$ cat config.mk
export PLATFORM = sky130hd
export DESIGN_NAME = trace_buffer_flat
export DESIGN_NICKNAME = d
export VERILOG_FILES = /design/src/rtl/trace_buffer_pkg.sv /design/src/rtl/trace_buffer_if.sv /design/src/rtl/trace_buffer_ram.sv /design/src/rtl/trace_buffer.sv /design/src/flat_wrapper.sv
export SDC_FILE = /design/constraint.sdc
export NUM_CORES = 1
export LEC_CHECK = 0
export CORE_MARGIN = 5
export CORE_UTILIZATION = 45
export CTS_BUF_LIST = sky130_fd_sc_hd__clkbuf_16
export DETAILED_ROUTE_END_ITERATION = 6
export GPL_ROUTABILITY_DRIVEN = 1
export SLEW_MARGIN = 0
export SYNTH_ARGS = -nofsm -noshare
export SYNTH_HDL_FRONTEND = slang
export SYNTH_HIERARCHICAL = 1
export SYNTH_SLANG_ARGS = --single-unit
$ cat constraint.sdc
create_clock -name clk -period 18.42 [get_ports clk]
set_input_delay 4.605 -clock clk [delete_from_list [all_inputs] [get_ports clk]]
set_output_delay 4.605 -clock clk [all_outputs]
set_load 0.02 [all_outputs]
$ cat src/rtl/trace_buffer_pkg.sv
// Shared types and sizing helpers for the trace recorder.
package trace_pkg;

  typedef enum logic [1:0] {
    CAPTURE,
    DRAIN,
    DONE
  } trace_state_t;

  localparam int unsigned DROP_W = 16;

  function automatic int unsigned rec_w(input int unsigned pc_w, input int unsigned data_w);
    return 1 + pc_w + data_w;
  endfunction

endpackage

$ cat src/rtl/trace_buffer_if.sv
// Drain port of the trace recorder: head record plus valid/ready handshake.
interface trace_buffer_if #(
  parameter int unsigned PC_W   = 32,
  parameter int unsigned DATA_W = 32
);
  logic              rd_valid;
  logic              rd_ready;
  logic              rd_wr;
  logic [PC_W-1:0]   rd_pc;
  logic [DATA_W-1:0] rd_data;

  modport master (output rd_valid, output rd_wr, output rd_pc, output rd_data, input rd_ready);
  modport slave  (input rd_valid, input rd_wr, input rd_pc, input rd_data, output rd_ready);
endinterface

$ cat src/rtl/trace_buffer_ram.sv
// Record storage: one synchronous write port, one asynchronous read port, no reset.
module trace_ram #(
  parameter int unsigned DEPTH = 16,
  parameter int unsigned W     = 65
) (
  input  logic                     clk,
  input  logic                     we,
  input  logic [$clog2(DEPTH)-1:0] waddr,
  input  logic [W-1:0]             wdata,
  input  logic [$clog2(DEPTH)-1:0] raddr,
  output logic [W-1:0]             rdata
);
  logic [W-1:0] mem [DEPTH];

  always_ff @(posedge clk) begin
    if (we) mem[waddr] <= wdata;
  end

  assign rdata = mem[raddr];
endmodule

$ cat src/rtl/trace_buffer.sv
// Circular trace recorder: captures {mem_write, pc, mem_data} until the stop PC, then drains oldest-first.
module trace_buffer
  import trace_pkg::*;
#(
  parameter int unsigned     PC_W    = 32,
  parameter int unsigned     DATA_W  = 32,
  parameter int unsigned     DEPTH   = 16,
  parameter logic [PC_W-1:0] STOP_PC = PC_W'(32'h84),
  parameter int unsigned     FILTER  = 0,
  parameter int unsigned     WRAP    = 1
) (
  input  logic                       clk,
  input  logic                       reset,
  input  logic                       en,
  input  logic                       mem_write,
  input  logic [PC_W-1:0]            pc,
  input  logic [DATA_W-1:0]          mem_data,
  trace_buffer_if.master             rd,
  output logic [$clog2(DEPTH+1)-1:0] count,
  output logic                       stopped,
  output logic                       done,
  output logic                       overflow,
  output logic [DROP_W-1:0]          dropped
);
  localparam int unsigned AW = $clog2(DEPTH);
  localparam int unsigned CW = $clog2(DEPTH+1);
  localparam int unsigned RW = rec_w(PC_W, DATA_W);

  trace_state_t  state_q, state_d;
  logic [AW-1:0] wr_ptr, rd_ptr;
  logic [CW-1:0] count_d;
  logic [RW-1:0] rec_wr, rec_rd;
  logic          q, full, rd_fire, drop, wr_en, rd_adv;

  // State register plus the pointer/counter/flag datapath it governs.
  always_ff @(posedge clk) begin
    if (reset) begin
      state_q  <= CAPTURE;
      wr_ptr   <= '0;
      rd_ptr   <= '0;
      count    <= '0;
      overflow <= 1'b0;
      dropped  <= '0;
    end else begin
      state_q <= state_d;
      count   <= count_d;
      if (wr_en)  wr_ptr <= wr_ptr + AW'(1);
      if (rd_adv) rd_ptr <= rd_ptr + AW'(1);
      if (drop) begin
        overflow <= 1'b1;
        if (dropped != '1) dropped <= dropped + DROP_W'(1);
      end
    end
  end

  always_comb begin
    state_d = state_q;
    unique case (state_q)
      CAPTURE: if (q && (pc > STOP_PC)) state_d = DRAIN;
      DRAIN:   if (count_d == '0)       state_d = DONE;
      DONE:    state_d = DONE;
      default: state_d = CAPTURE;
    endcase
  end

  // A full-buffer drop with WRAP still writes but also pushes the head forward,
  // so the net occupancy change is zero in every full-buffer case.
  always_comb begin
    q       = (state_q == CAPTURE) && en && ((FILTER == 0) || mem_write);
    full    = (count == CW'(DEPTH));
    rd_fire = (count != '0) && rd.rd_ready;
    drop    = q && full && !rd_fire;
    wr_en   = q && (!drop || (WRAP != 0));
    rd_adv  = rd_fire || (drop && (WRAP != 0));
    count_d = count + CW'(wr_en && !drop) - CW'(rd_fire);
    stopped = (state_q != CAPTURE);
    done    = (state_q == DONE);
  end

  assign rec_wr = {mem_write, pc, mem_data};

  trace_ram #(
    .DEPTH (DEPTH),
    .W     (RW)
  ) u_ram (
    .clk   (clk),
    .we    (wr_en),
    .waddr (wr_ptr),
    .wdata (rec_wr),
    .raddr (rd_ptr),
    .rdata (rec_rd)
  );

  assign rd.rd_valid = (count != '0);
  assign rd.rd_wr    = rec_rd[RW-1];
  assign rd.rd_pc    = rec_rd[DATA_W +: PC_W];
  assign rd.rd_data  = rec_rd[DATA_W-1:0];
endmodule

$ cat src/flat_wrapper.sv
// flat-port wrapper written by rule: the top's interface ports become plain ports
module trace_buffer_flat import trace_pkg::*;
#(
  parameter int unsigned     PC_W    = 32,
  parameter int unsigned     DATA_W  = 32,
  parameter int unsigned     DEPTH   = 16,
  parameter logic [PC_W-1:0] STOP_PC = PC_W'(32'h84),
  parameter int unsigned     FILTER  = 0,
  parameter int unsigned     WRAP    = 1
)
  (clk, reset, en, mem_write, pc, mem_data, count, stopped, done, overflow, dropped, rd_rd_valid, rd_rd_wr, rd_rd_pc, rd_rd_data, rd_rd_ready);
  trace_buffer_if #(.PC_W(PC_W), .DATA_W(DATA_W)) rd_i ();
  input  logic clk;
  input  logic reset;
  input  logic en;
  input  logic mem_write;
  input  logic [PC_W-1:0] pc;
  input  logic [DATA_W-1:0] mem_data;
  output logic [$clog2(DEPTH+1)-1:0] count;
  output logic stopped;
  output logic done;
  output logic overflow;
  output logic [DROP_W-1:0] dropped;
  output wire logic [$bits(rd_i.rd_valid)-1:0] rd_rd_valid;
  output wire logic [$bits(rd_i.rd_wr)-1:0] rd_rd_wr;
  output wire logic [$bits(rd_i.rd_pc)-1:0] rd_rd_pc;
  output wire logic [$bits(rd_i.rd_data)-1:0] rd_rd_data;
  input wire logic [$bits(rd_i.rd_ready)-1:0] rd_rd_ready;
  assign rd_rd_valid = rd_i.rd_valid;
  assign rd_rd_wr = rd_i.rd_wr;
  assign rd_rd_pc = rd_i.rd_pc;
  assign rd_rd_data = rd_i.rd_data;
  assign rd_i.rd_ready = rd_rd_ready;
  trace_buffer #(.PC_W(PC_W), .DATA_W(DATA_W), .DEPTH(DEPTH), .STOP_PC(STOP_PC), .FILTER(FILTER), .WRAP(WRAP)) u_core (.clk(clk), .reset(reset), .en(en), .mem_write(mem_write), .pc(pc), .mem_data(mem_data), .rd(rd_i), .count(count), .stopped(stopped), .done(done), .overflow(overflow), .dropped(dropped));
endmodule
# --- Yosys cells after proc, flatten, opt, wreduce, memory -nomap -nowiden ---
# Memory sizes are Yosys's and may differ from the RTL's. A register that Yosys moved wholly into a read port is not among the register bits.
# Index checks and enable logic that the tools add are counted.
word_totals:
  register_bits: 32
  mem_bits_rw: 1040
  out_inout_bits: 90
  n_memories: 1
memory_table:
  columns: ["memory", "depth", "word_bits", "rd", "rd_ports_with_merged_regs", "write_ports", "line_no", "text"]
  rows:
  - ["u_core.u_ram.mem", 16, 65, 1, 1, 1, "trace_buffer_ram.sv:13", "logic [W-1:0] mem [DEPTH];"]
classes:
  n_addsub: 5
  n_lt_le_gt_ge: 1
  eq_ne: 6
  mux: 7
  n_reduce_logical: 15
op_table:
  columns: ["cell", "count"]
  rows:
  - ["> comparator 32 x 8 -> 1 bit (second input constant)", 1]
  - ["adder 16 x 1 -> 16 bit (second input constant)", 1]
  - ["!= test 16 bit (second input constant)", 1]
  - ["adder 4 x 1 -> 4 bit (second input constant)", 2]
  - ["two-way mux 4 bit", 2]
  - ["logical AND 1 bit", 6]
  - ["case mux 2 bit (3 select lines)", 1]
  - ["adder 5 x 1 -> 5 bit", 1]
  - ["== test 5 bit (second input constant)", 1]
  - ["zero test 5 bit", 1]
  - ["nonzero test 5 bit", 1]
  - ["subtractor 5 x 1 -> 5 bit", 1]
  - ["two-way mux 2 bit", 2]
  - ["!= test 2 x 1 -> 1 bit (second input constant)", 2]
  - ["AND reduction 2 bit", 2]
  - ["== test 2 x 1 -> 1 bit (second input constant)", 1]
  - ["== test 2 bit (second input constant)", 1]
  - ["zero test 1 bit", 2]
  - ["zero test 2 bit", 1]
  - ["two-way mux 1 bit", 2]
  - ["nonzero test 2 bit", 1]
  - ["logical OR 1 bit", 1]

# --- Depth between registers and ports, before layout ---
# Gate-level depths: netlist (run 1).
logic_depth:
  ltp_word: 11
  ltp_mapped: 14
  depth_no_buf: 14

# --- Modules after synthesis ---
# The synthesis (run 1) kept the hierarchy.
modules_own_cells:
  columns: ["module", "n_inst", "cells_per_inst", "area_each_um2", "seq_area_each_um2"]
  rows:
  - ["trace_ram", 1, 1608, 38938.6, 31230.0]
  - ["trace_buffer", 1, 194, 1727.9, 640.6]

# --- Worst setup path before layout (run 1) ---
# OpenSTA, ideal clock, no wires.
synth_path:
  path_type: "input-to-reg"
  from: "in en"
  to: "mem u_core.u_ram.mem[0][0] (enable)"
  setup_ns: 0.568
  arrival_ns: 9.730
  slack_ns: 8.122
  cell_stages: 4
  path_cell_list: "nand2_2 > inv_1 > or3b_1 > nor3_1"
synth_via:
  elab_chain_cells: 3
synth_rtl:
  columns: ["item", "line_no", "text"]
  rows:
  - ["start, declared", "flat_wrapper.sv:15", "input logic en;"]
  - ["logical AND 1 bit", "trace_buffer.sv:69", "q = (state_q == CAPTURE) && en && ((FILTER == 0) || mem_write);"]
  - ["via u_core.q", "trace_buffer.sv:33", "logic q, full, rd_fire, drop, wr_en, rd_adv;"]
  - ["two-way mux 1 bit", "trace_buffer_ram.sv:16", "if (we) mem[waddr] <= wdata;"]
  - ["two-way mux 1 bit (implied by the code)", "trace_buffer_ram.sv:16", null]
  - ["end, declared", "trace_buffer_ram.sv:13", null]
# The timed path passes the listed nets, and every way through them passes these cells.

==> metrics.md, run 1 <==
| Metric | Value |
|---|---|
| Root Driver | clkbuf_16 |
| Routed len/inst | 28.33 um |
| RSZ-0062 raised after global routing | false |
| Setup crit start kind | flip-flop |
| Fill cells | 6877 |
| Reg2Reg Depth | 7 |
| Seq. cell area | 31880 um^2 |
| Gr usage total | 19.23% |
| Ys Warns | 6 |
| Synth Flop Type | edfxtp_1 |
| Sw frac | 26.55% |
| Ys async rst share | 0% |
| Fraction of layout cells with a size suffix above 1 | 23.01% |
| Crit path max fanout | 113 |
| Post-CTS Setup Bufs | 0 |
| Yosys cell types | 52 |
| # rows | 110 |
| IO Pins | 159 |
| Number of synthesized flops with an enable pin | 1040 |
| Post-Syn Nets | 1884 |
| CP startpoint | u_core/rd_ptr[0] |
| R2r startpoint | u_core/state_q[0] |
| Switch Pwr | 0.001723 W |
| Nets@finish | 2104 |
| Register share of total power | 43.6% |
| Worst clock skew | 0.01748 ns |
| Final Hold Viols | 0 |
| CP Data Required Time | 13.82 ns |
| Internal power | 0.004765 W |
| Drt via density | 5.824 |
| CP Capture Point | rd_rd_data[6] |
| GP Congestion | 0.7467 |
| Htree depth | 3 |
| CTS tree | yes |
| Power Density | 137.5 nW/um^2 |
| Dpl hpwl | 46170 um |
| Leakage | 14.57 nW |
| Gate power share | 23.2% |
| Worst slew pin tran | 1.210 ns |
| Reg2reg end | u_core/u_ram/mem[1][27] |
| Drt drc | 0 |
| Rel. slew slack | 19.06% |
| Max Slew Vio Count | 0 |
| # clock sinks | 1072 |
| Die area | 96480 um^2 |
| Number of synthesized register bits | 1072 |
| Area occupied by multi-input gates | 8353 um^2 |
| Setup TNS | 0 ns |
| Core area | 89870 um^2 |
| Num CTS Buffers | 110 |
| Iteration-0 DRC Markers | 1772 |
| Pin count of the biggest net entering global routing | 114 |
| Worst-case clock buffer depth | 3 |
| WP data arrival | 4.88 ns |
| Clk Latency, worst-skew pair | 0.67 ns |
| Drt total wl | 93320 um |
| Flop2flop setup slack | 14.65 ns |
| Post-cts hold buffer count | 0 |
| Maximum clock rate | 105.4 MHz |
| Drt first pass iters | 5 |
| Initial antenna violation count | 8 |
| Mapped Cells | 1802 |
| Crit end category | primary output |
| Area grow syn2layout | 16.01% |
| Die X | 310.6 um |
| Total number of vias | 19190 |
| Crit Path Class | flip-flop to primary output |
| MaxCap Viol Count | 0 |
| Synthesized area | 40670 um^2 |
| Tmin final | 9.484 ns |
| Initial Util | 45.25% |
| Clock network fraction of design power | 33.1% |
| Outcome | finished, final reports clean |
| ANT nets after route | 0 |
| Clock slew at reported path FFs | 0.06 ns |
| First-pass GRT wire length | 137800 um |
| Seq/Total Area, Yosys | 78.37% |
| Fin crit share | 51.49% |
| Die Y | 310.6 um |
| Syn Area/Cell | 22.57 um^2 |
| Final core occ | 52.49% |
| Total grt overflow | 0 |
| Min-Delay Path Class | flip-flop to flip-flop |
| Peak VDD IR | 0.1135 mV |
| # port buffers | 158 |
| CTS resizes | 0 |
| Vias in the first global route | 20170 |
| Final setup fails | 0 |
per-layer routing:
| layer | vias to the layer above | routed length [um] | global-route usage [%] |
|---|---|---|---|
| li1 | 8100 | - | - |
| met1 | 10390 | 39880 | 27.72 |
| met2 | 583 | 46070 | 31.37 |
| met3 | 111 | 5871 | 3.330 |
| met4 | 6 | 1460 | 4.283 |
| met5 | - | 41 | 0 |
critical path: stages (launching register included):
cell and delay (ns):
dfxtp_4 0.88, buf_12 0.73, buf_4 0.90, mux4_2 0.61, a22oi_1 0.21, nand2_1 0.15
clkdlybuf4s50_1 0.58
cell families (layout without fill, tap and decap cells):
| group | count (synthesis) | count (layout) | share of synthesized area [%] |
|---|---|---|---|
| AOI/OAI and AO/OA | 151 | 151 | 2.729 |
| other | 0 | 6 | 0 |
| and+or+nand+nor | 180 | 180 | 2.129 |
| adders and majority gates | 13 | 13 | 0.4184 |
| muxes | 264 | 264 | 14.50 |
| buffers and inverters | 102 | 412 | 1.421 |
| xor gates and xnor gates | 20 | 20 | 0.4307 |
| DFF | 1072 | 1072 | 78.37 |
cells in the final DEF (no fill, tap or decap), types with 4 or more instances in the layout:
cell type / count
nor3_1: 4
xnor2_1: 10
nor2_1: 27
nor3_2: 4
clkdlybuf4s50_1: 158
nand2b_1: 6
xor2_1: 10
ha_1: 12
clkinv_1: 26
nand4_1: 7
bufinv_16: 11
nor4_1: 6
edfxtp_1: 1040
diode_2: 6
buf_4: 40
o21ai_0: 5
nor2_4: 13
clkinv_2: 21
mux4_2: 260
a22oi_1: 130
dfxtp_1: 30
a21oi_1: 6
nand2_1: 75
clkbuf_16: 111
inv_1: 34
nand3_1: 12
state kept, by name, summed over array words and instances, names as in the netlist:
signal / flops
u_core/overflow: 1
u_core/u_ram/mem: 1040
u_core/dropped: 16
u_core/rd_ptr: 4
u_core/state_q: 2
u_core/wr_ptr: 4
u_core/count: 5
layout make-up:
cell class                 count  area share, %
antenna                        6        0.03182
clock buffer                 111          5.887
clock inverter                91          1.570
inverter                      11        0.08752
multi-input combinational    628          17.70
sequential                  1072          67.57
tap                         1176          3.119
timing repair buffer         199          4.031
stage by stage:
step / setup slack, ns / power (W) / hold slack [ns] / area, um^2 / instances
floorplan: 8.122 / 0.003935 / 0.4647 / 40670 / 1802
global placement: 9.488 / 0.004406 / 0.4679 / 43650 / 3086
detailed placement: 9.480 / 0.004420 / 0.4829 / 43650 / 3086
CTS: 8.714 / 0.006569 / 0.5035 / 47160 / 3288
global route: 8.405 / 0.006767 / 0.5327 / 47170 / 3289
finish: 8.936 / 0.006488 / 0.5065 / 47180 / 3294
cell usage after synthesis, drive strengths merged, types with 4 or more instances:
cell type / count / area, um^2
nand3: 13 / 70.07
inv: 11 / 41.29
a21oi: 6 / 30.03
nor2b: 5 / 31.28
dfxtp: 32 / 640.6
o21ai: 5 / 25.02
mux4: 260 / 5856
ha: 12 / 150.1
nor3: 9 / 56.31
nand4: 8 / 56.30
buf: 51 / 376.6
edfxtp: 1040 / 31230
nor4: 7 / 58.81
xor2: 10 / 87.58
nor2: 40 / 150.1
nand2b: 6 / 37.54
xnor2: 10 / 87.58
and3: 4 / 26.28
nand2: 76 / 287.8
a22oi: 130 / 975.9
clkbuf: 40 / 160.1
how the worst min path moves through the flow:
stage / startpoint / to / slack, ns / depth (start not counted)
2_1_floorplan: u_core/state_q[1] / u_core/state_q[1] / 0.46 / 2
6_report: u_core/overflow / u_core/overflow / 0.51 / 2
4_1_cts: u_core/overflow / u_core/overflow / 0.50 / 2
3_3_place_gp: u_core/overflow / u_core/overflow / 0.47 / 2
3_5_place_dp: u_core/overflow / u_core/overflow / 0.48 / 2
5_1_grt: u_core/overflow / u_core/overflow / 0.53 / 2
power groups by stage:
stage	combinational (W)	sequential, W	clock, W
floorplan	0.00107	0.00287	0
global placement	0.00153	0.00288	0
detailed placement	0.00153	0.00288	0
CTS	0.00154	0.00283	0.00220
global route	0.00162	0.00284	0.00231
finish	0.00151	0.00283	0.00215
Power figures use the tool's default switching activity.
==> inputs of run 2 (changes only) <==
==> constraint.sdc (replaced) <==
create_clock -name clk -period 8.7 [get_ports clk]
set_input_delay 2.175 -clock clk [delete_from_list [all_inputs] [get_ports clk]]
set_output_delay 2.175 -clock clk [all_outputs]
set_load 0.02 [all_outputs]
==> run 2 against run 1 <==
Clock power is 100% higher. Largest power group unchanged. Non-clock buffer count is 12 lower. Flip-flop and latch count stayed put. Final cell count is 0.64% lower. Utilization is 0.18 points lower. Sequential share of layout area is 0.23 points higher. Wire length is 5.1% lower. Highest routed layer unchanged. Setup slack worse by 6.4 ns. Critical path depth is 1 lower. Design area is 0.34% lower. Register-to-register slack worse by 9.6 ns.
==> metrics.md, run 2 (synthesis results as in run 1) <==
| Metric | Value |
|---|---|
| Min-Delay Path Class | flip-flop to flip-flop |
| Total grt overflow | 0 (unchanged) |
| MaxCap Viol Count | 0 (unchanged) |
| Setup crit start kind | flip-flop |
| Fill cells | 6897 (+0.29%) |
| Initial antenna violation count | 3 (-5) |
| Die Y | 310.6 um (unchanged) |
| Fraction of layout cells with a size suffix above 1 | 22.14% (-0.87 points) |
| Core area | 89870 um^2 (unchanged) |
| Pin count of the biggest net entering global routing | 164 (+44%) |
| ANT nets after route | 0 (unchanged) |
| Die X | 310.6 um (unchanged) |
| Leakage | 14.45 nW (-0.80%) |
| Dpl hpwl | 44630 um (-3.3%) |
| Drt first pass iters | 5 (unchanged) |
| Clk Latency, worst-skew pair | 0.68 ns (about the same) |
| Non-filler instance count after layout | 3273 (-0.64%) |
| Rel. slew slack | 18.23% (-0.82 points) |
| Root Driver | clkbuf_16 |
| Final Hold Viols | 0 (unchanged) |
| Area grow syn2layout | 15.62% |
| Clock slew at reported path FFs | 0.06 ns (about the same) |
| Power Density | 289.8 nW/um^2 (+110%) |
| Initial Util | 45.25% (unchanged) |
| RSZ-0062 raised after global routing | false |
| Total chip power | 0.01363 W (+110%) |
| Maximum clock rate | 161.1 MHz |
| Commonest non-fill, non-tap cell in the layout | edfxtp_1 |
| Drt drc | 0 (unchanged) |
| Crit Path Class | flip-flop to primary output |
| Top reg by flops | u_core/u_ram/mem |
| Nets@finish | 2091 (-0.62%) |
| Seq. cell area | 31880 um^2 (unchanged) |
| Drt total wl | 88610 um (-5.1%) |
| Worst clock skew | 0.05637 ns (+0.03889 ns) |
| Crit path max fanout | 37 (-67%) |
| CP Data Required Time | 6.53 ns (-7.29 ns) |
| Pre-CTS WS | 2.994 ns (-6.486 ns) |
| Max Slew Vio Count | 0 (unchanged) |
| Vias in the first global route | 20080 (-0.43%) |
| Outcome | finished, final reports clean |
| Htree depth | 3 (unchanged) |
| Worst slew pin tran | 1.226 ns (+0.01612 ns) |
| Routed len/inst | 27.07 um (-4.4%) |
| Total number of vias | 18950 (-1.3%) |
| Peak VDD IR | 0.2378 mV (+110%) |
| # clock sinks | 1072 (unchanged) |
| Setup WS post-layout | 2.491 ns (-6.445 ns) |
| First-pass GRT wire length | 132300 um (-4.0%) |
| Setup TNS | 0 ns (unchanged) |
| Tmin final | 6.209 ns |
| Crit end category | primary output |
| Die area | 96480 um^2 (unchanged) |
| GP Congestion | 0.7311 (-2.1%) |
| Cell total after placement | 3074 (-0.39%) |
| Drt via density | 5.788 (-0.62%) |
| Hold Slack | 0.4904 ns (-0.01609 ns) |
| Top flop regs | u_core/u_ram/mem: 1040 flops, u_core/dropped: 16 flops, u_core/count: 5 flops |
| Most frequent cells in the layout | 1040 x edfxtp_1, 260 x mux4_2, 158 x clkdlybuf4s50_1, 130 x a22oi_1, 110 x clkbuf_16 |
| Post-cts hold buffer count | 0 (unchanged) |
| IO Pins | 159 (unchanged) |
| Num CTS Buffers | 109 (-0.91%) |
| Gr usage total | 18.22% (-1.0 points) |
| CTS resizes | 0 (unchanged) |
| Area occupied by multi-input gates | 8353 um^2 (unchanged) |
| WP data arrival | 4.03 ns (-0.85 ns) |
| Iteration-0 DRC Markers | 1644 (-7.2%) |
| # rows | 110 (unchanged) |
| Fin crit share | 71.37% |
| Final setup fails | 0 (unchanged) |
| Max reg flops | 1040 (unchanged) |
| CTS tree | yes |
| Worst-case clock buffer depth | 3 (unchanged) |
| Post-CTS Setup Bufs | 0 (unchanged) |
| # port buffers | 158 (unchanged) |
run 2: cell type report:
class / instances / share of cell area [%]
clock inverters: 88 / 1.397
diodes: 1 / 0.005322
repair buffers: 187 / 3.960
flip-flops and latches: 1072 / 67.80
well taps: 1176 / 3.129
multi-input cells: 628 / 17.77
clock buffers: 110 / 5.854
inverters: 11 / 0.08782
run 2: worst paths after layout:
| check | startpoint | end | slack [ns] | cells after the start |
|---|---|---|---|---|
| hold / removal | u_core/overflow | u_core/overflow | 0.49 | 2 |
| setup reg to reg | u_core/state_q[0] | u_core/u_ram/mem[2][23] | 5.04 | 7 |
| hold reg to reg | u_core/overflow | u_core/overflow | 0.49 | 2 |
| setup / recovery | u_core/rd_ptr[3] | rd_rd_pc[7] | 2.49 | 5 |
run 2: through the flow:
stage,area [um^2],utilization [%]
after floorplan,40670,-
after global placement,43610,48.52
after detailed placement,43610,48.52
after CTS,47020,52.31
after global routing,47020,52.31
final,47020,52.32
run 2: power breakdown:
group | internal [W] | switching, W | leakage (nW)
Clock | 0.00250 | 0.00190 | 1.75
Sequential | 0.00589 | 0.000129 | 9.64
Combinational | 0.00158 | 0.00164 | 3.06
Total | 0.00996 | 0.00366 | 14.5
run 2: metal layers:
metal	share of wire (%)	routed length [um]	up-vias	track usage, %
li1	-	-	8060	-
met4	1.4	1208	4	3.461
met3	6.3	5562	99	4.176
met1	43	37740	10260	25.45
met5	0.030	27	-	0
met2	50	44070	524	30.12
run 2: critical path, cell delays in order, from the launching register on:
cell and delay (ns):
dfxtp_1 0.49, nor2b_4 0.97, buf_4 0.71, a22oi_1 0.23
nand2_1 0.26, clkdlybuf4s50_1 0.67
